--- src/rtl/serial_addsub_pkg.sv ---
// Shared definitions for the bit-serial adder/subtractor: FSM encoding and
// the counter-width helper.
package serial_addsub_pkg;

  typedef enum logic [1:0] {
    IDLE  = 2'd0,
    SHIFT = 2'd1,
    DONE  = 2'd2
  } state_t;

  // Width of the bit counter for a given operand width.
  function automatic int unsigned cnt_width(input int unsigned width);
    return (width < 2) ? 1 : $clog2(width);
  endfunction

endpackage

--- src/rtl/serial_addsub_if.sv ---
// Start/result handshake bundle of the bit-serial adder/subtractor.
interface serial_addsub_if #(
  parameter int unsigned WIDTH = 8
);
  logic             start_valid;
  logic             start_ready;
  logic             op_sub;
  logic [WIDTH-1:0] a;
  logic [WIDTH-1:0] b;
  logic             result_valid;
  logic             result_ready;
  logic [WIDTH-1:0] result;
  logic             cout;
  logic             busy;

  modport master (
    output start_valid, op_sub, a, b, result_ready,
    input  start_ready, result_valid, result, cout, busy
  );

  modport slave (
    input  start_valid, op_sub, a, b, result_ready,
    output start_ready, result_valid, result, cout, busy
  );
endinterface

--- src/rtl/serial_addsub_fa_cell.sv ---
// Single-bit full adder; the only arithmetic element of the serial datapath.
module fa_cell (
  input  logic a,
  input  logic b,
  input  logic cin,
  output logic sum,
  output logic cout
);
  assign sum  = a ^ b ^ cin;
  assign cout = (a & b) | (cin & (a ^ b));
endmodule

--- src/rtl/serial_addsub.sv ---
// Bit-serial WIDTH-bit adder/subtractor: one full-adder cell plus a carry flop,
// one bit per clock LSB first, valid/ready on both ends.
module serial_addsub
  import serial_addsub_pkg::*;
#(
  parameter int unsigned WIDTH = 8
) (
  input  logic            clk,
  input  logic            rst_n,
  serial_addsub_if.slave  bus
);
  localparam int unsigned CNT_W = cnt_width(WIDTH);

  state_t           state, next_state;
  logic [WIDTH-1:0] sh_a, sh_b, acc;
  logic             carry;
  logic [CNT_W-1:0] count;
  logic             rv;
  logic             fa_sum, fa_cout;
  logic             last;

  fa_cell u_fa (
    .a    (sh_a[0]),
    .b    (sh_b[0]),
    .cin  (carry),
    .sum  (fa_sum),
    .cout (fa_cout)
  );

  assign last = (count == CNT_W'(WIDTH - 1));

  always_comb begin
    next_state = state;
    case (state)
      IDLE:    if (bus.start_valid) next_state = SHIFT;
      SHIFT:   if (last) next_state = DONE;
      DONE:    if (bus.result_ready) next_state = IDLE;
      default: next_state = IDLE;
    endcase
  end

  always_ff @(posedge clk or negedge rst_n) begin
    if (!rst_n) state <= IDLE;
    else        state <= next_state;
  end

  // Subtraction is a + ~b + 1: the +1 enters as the initial carry.
  always_ff @(posedge clk or negedge rst_n) begin
    if (!rst_n) begin
      sh_a  <= '0;
      sh_b  <= '0;
      acc   <= '0;
      carry <= 1'b0;
      count <= '0;
      rv    <= 1'b0;
    end else begin
      rv <= (next_state == DONE);
      case (state)
        IDLE: begin
          if (bus.start_valid) begin
            sh_a  <= bus.a;
            sh_b  <= bus.op_sub ? ~bus.b : bus.b;
            carry <= bus.op_sub;
            count <= '0;
          end
        end
        SHIFT: begin
          acc   <= {fa_sum, acc[WIDTH-1:1]};
          sh_a  <= sh_a >> 1;
          sh_b  <= sh_b >> 1;
          carry <= fa_cout;
          count <= count + CNT_W'(1);
        end
        default: ;
      endcase
    end
  end

  // acc and carry only move in SHIFT, so they hold steady through DONE.
  assign bus.result       = acc;
  assign bus.cout         = carry;
  assign bus.result_valid = rv;
  assign bus.start_ready  = (state == IDLE);
  assign bus.busy         = (state != IDLE);

endmodule

--- src/flat_wrapper.sv ---
// flat-port wrapper written by rule: the top's interface ports become plain ports
module serial_addsub_flat import serial_addsub_pkg::*;
#(
  parameter int unsigned WIDTH = 8
)
  (clk, rst_n, bus_start_valid, bus_op_sub, bus_a, bus_b, bus_result_ready, bus_start_ready, bus_result_valid, bus_result, bus_cout, bus_busy);
  serial_addsub_if #(.WIDTH(WIDTH)) bus_i ();
  input  logic clk;
  input  logic rst_n;
  input wire logic [$bits(bus_i.start_valid)-1:0] bus_start_valid;
  input wire logic [$bits(bus_i.op_sub)-1:0] bus_op_sub;
  input wire logic [$bits(bus_i.a)-1:0] bus_a;
  input wire logic [$bits(bus_i.b)-1:0] bus_b;
  input wire logic [$bits(bus_i.result_ready)-1:0] bus_result_ready;
  output wire logic [$bits(bus_i.start_ready)-1:0] bus_start_ready;
  output wire logic [$bits(bus_i.result_valid)-1:0] bus_result_valid;
  output wire logic [$bits(bus_i.result)-1:0] bus_result;
  output wire logic [$bits(bus_i.cout)-1:0] bus_cout;
  output wire logic [$bits(bus_i.busy)-1:0] bus_busy;
  assign bus_i.start_valid = bus_start_valid;
  assign bus_i.op_sub = bus_op_sub;
  assign bus_i.a = bus_a;
  assign bus_i.b = bus_b;
  assign bus_i.result_ready = bus_result_ready;
  assign bus_start_ready = bus_i.start_ready;
  assign bus_result_valid = bus_i.result_valid;
  assign bus_result = bus_i.result;
  assign bus_cout = bus_i.cout;
  assign bus_busy = bus_i.busy;
  serial_addsub #(.WIDTH(WIDTH)) u_core (.clk(clk), .rst_n(rst_n), .bus(bus_i));
endmodule
--- config.mk ---
export PLATFORM = sky130hd
export DESIGN_NAME = serial_addsub_flat
export DESIGN_NICKNAME = d
export VERILOG_FILES = /design/src/rtl/serial_addsub_pkg.sv /design/src/rtl/serial_addsub_if.sv /design/src/rtl/serial_addsub_fa_cell.sv /design/src/rtl/serial_addsub.sv /design/src/flat_wrapper.sv
export SDC_FILE = /design/constraint.sdc
export NUM_CORES = 1
export LEC_CHECK = 0
export BUFFER_PORTS_ARGS = -buffer_cell sky130_fd_sc_hd__buf_4
export CAP_MARGIN = 5
export CORE_ASPECT_RATIO = 1.5
export CORE_MARGIN = 1
export CORE_UTILIZATION = 40
export DETAILED_ROUTE_END_ITERATION = 10
export PLACE_DENSITY = 0.67
export SYNTH_ARGS = -nofsm -noshare
export SYNTH_HDL_FRONTEND = slang
export SYNTH_SLANG_ARGS = --single-unit
--- constraint.sdc ---
create_clock -name clk -period 1.7 [get_ports clk]
set_clock_uncertainty 0.05 [all_clocks]
set_input_delay 0.17 -clock clk [delete_from_list [all_inputs] [get_ports clk]]
set_output_delay 0.17 -clock clk [all_outputs]
set_load 0.01 [all_outputs]
==> out/qor.yml <==
route:
  num_vias: 1107
  antenna_left: 0
  dr.pass1.iters: 4
  wirelength_um: 2770
  vias_per_cell: 5.17
  routedWlPerCell_um: 12.9
  drt_iter0_markers: 33
  drc: 0
sta:
  finalCritPeriodShare: 0.904
  clock.fmax_mhz: 650
  setup_tns_ns: 0
  tightest_slew_ns: 0.638
  rsz0062_at_grt: "no"
  final.min_clock_period_ns: 1.54
  finalHoldViolations: 0
  final_max_slew_viol_count: 0
  timing.hold.ws_ns: 0.0342
  relSlewSlack: 0.574
  finalSetupViolations: 0
logic_synthesis:
  synthesis.area_um2: 1390
  syn-num-nets: 162
  synth_warnings: 0
  syn_inst: 138
  avgSynthCellArea_um2: 10.1
  synth-seq-area-share: 0.557
  synth.distinct_cells: 22
  ys_ff_latch: 31
layout:
  area_growth_pct: 26.8
  fin_area_um2: 1770
  n_antenna_cell: 0
  drive_gt1_frac: 0.259
  nets: 197
worst_hold_path:
  hold_start: "bus_a[7]"
  hp-class: "in -> reg"
worst_setup_path:
  cp_max_fo: 14
  cp-start-kind: "flop"
  ff2ff_setup_slack_ns: 0.16
  arrival_ns: 1.70
  r2r-start: "u_core.state[1]$_DFF_PN0_"
  crit_required_ns: 1.86
  crit_type: "reg -> reg"
  crit_start: "u_core.state[1]$_DFF_PN0_"
  end_kind: "flop"
power_and_ir_drop:
  leakagePower_nw: 0.876
  pwr_density_cell_nw_per_um2: 1700
  max-vdd-ir-drop_uv: 846
floorplanning:
  dieArea_um2: 3730
  die_w_um: 50.2
  ioPinCount: 33
  num_rows: 25
  core_um2: 3220
  die_y_um: 74.3
  initial_core_util: 0.432
placed_design:
  place_area_um2: 1670
  port_buffers: 32
  routabilityCongestion: 0.745
  hpwl_um: 1960
global_route:
  grt_pass1_wl_um: 4620
  grt_max_degree: 32
  grt_pass1_vias: 1020
  antenna_found_initial: 0
  track_usage: 0.172
  overflow: 0
status:
  status: "finished clean"
clock_tree:
  path_clk_slew_ns: 0.06
  tritoncts: "built"
  cts.sinks: 31
  ctsRootBufferMaster: "clkbuf_8"
  cts_buffer_depth: 2
  clock_latency_ns: 0.28
  h-tree-depth: 2
  cts_made_buffers: 5
run:
  drv_cap: 0
==> synth_stat cells <==
library cell,instances,area (um2)
a22oi_1,8,60.1
o21bai_2,1,11.3
nor2_1,9,33.8
a221o_1,7,70.1
fa_1,1,20.0
or2_1,1,6.26
nor3b_2,1,12.5
dfrtp_1,31,776
nand2b_1,1,6.26
inv_1,1,3.75
nand2_1,40,150
clkbuf_1,2,7.51
or3b_1,1,8.76
buf_1,1,3.75
xnor2_1,8,70.1
ha_1,2,25.0
buf_2,6,30.0
nand3_1,3,15.0
nor2b_1,2,12.5
a211oi_1,1,7.51
o21ai_1,9,45.0
a22o_1,2,17.5
==> state kept, by name (all words and copies together), names as in the netlist <==
signal                   flops
u_core.bus.cout              1
u_core.bus.result            8
u_core.bus.result_valid      1
u_core.count                 3
u_core.sh_a                  8
u_core.sh_b                  8
u_core.state                 2
==> per-layer routing <==
| metal | vias up | part of all wire | track usage | wire length, um |
|---|---|---|---|---|
| met2 | 41 | 0.51 | 0.276 | 1410 |
| met5 | - | 0 | 0 | 0 |
| met1 | 525 | 0.42 | 0.211 | 1170 |
| met4 | 0 | 0.017 | 0.0762 | 48 |
| met3 | 5 | 0.050 | 0.0552 | 139 |
| li1 | 536 | - | - | - |
==> logic make-up after synthesis <==
| family | count (synthesis) | synth area share |
|---|---|---|
| AND/OR/NAND/NOR | 58 | 0.176 |
| flip-flops | 31 | 0.557 |
| AO/OA/AOI/OAI | 28 | 0.152 |
| buffers and inverters | 10 | 0.0323 |
| XOR/XNOR | 8 | 0.0503 |
| adder cells (fa/ha/maj) | 3 | 0.0323 |
==> worst max-delay path, stage by stage, from the launching register on <==
cell     delay [ns]
dfrtp_1        0.39
buf_4          0.19
or3b_1         0.56
nor2_1         0.16
a221o_1        0.13
==> repair_timing <==
action                                  4_1_cts  5_1_grt
endpoints found under the setup margin        0        8
hold buffers                                  1        0
gates resized for setup                       0        1
endpoints found under the hold margin        31        0
setup buffers                                 0        0
==> stage by stage <==
step	cells	total power [mW]	utilization	worst slack, ns
final	214	2.99	0.548	0.163
after global routing	214	3.26	0.548	0.0972
after CTS	214	3.02	0.547	0.0361
after detailed placement	205	2.47	0.519	0.0388
after global placement	205	2.41	0.519	0.0857
after floorplan	138	2.02	-	0.435
==> cell type report <==
type / instances / area, um2
multi-input combinational: 97 / 574
tap: 40 / 50.0
inverter: 1 / 3.75
timing repair buffer: 37 / 280
fill: 306 / 1460
clock buffer: 7 / 76.3
clock inverter: 1 / 5.00
sequential: 31 / 776
==> report_power, final <==
part / switching [mW] / leakage [nW] / internal (mW) / total [mW]
sequential: 0.197 / 0.398 / 1.05 / 1.24
clock: 0.260 / 0.0422 / 0.287 / 0.547
combinational: 0.645 / 0.436 / 0.560 / 1.21
==> final timing paths <==
path	cells past startpoint	to
worst min register to register	1	u_core.count[0]$_DFFE_PN0P_
max in group asynchronous	2	u_core.sh_a[5]$_DFFE_PN0P_
worst min-delay path	3	u_core.sh_a[7]$_DFFE_PN0P_
worst max-delay path	4	u_core.sh_b[6]$_DFFE_PN0P_
min in group asynchronous	2	u_core.bus.result[4]$_DFFE_PN0P_
worst max register to register	4	u_core.sh_b[6]$_DFFE_PN0P_
==> cells in the final DEF (no fill, tap or decap), types with 2 or more instances in the layout <==
cell      Yosys  routed
nand2_1      40      40
buf_4         0      36
dfrtp_1      31      31
nor2_1        9       9
o21ai_1       9       9
xnor2_1       8       8
a22oi_1       8       8
a221o_1       7       7
clkbuf_8      0       5
nand3_1       3       3
a22o_1        2       2
ha_1          2       2
clkbuf_1      2       2
Note: power is estimated with default switching activity, not from simulation.
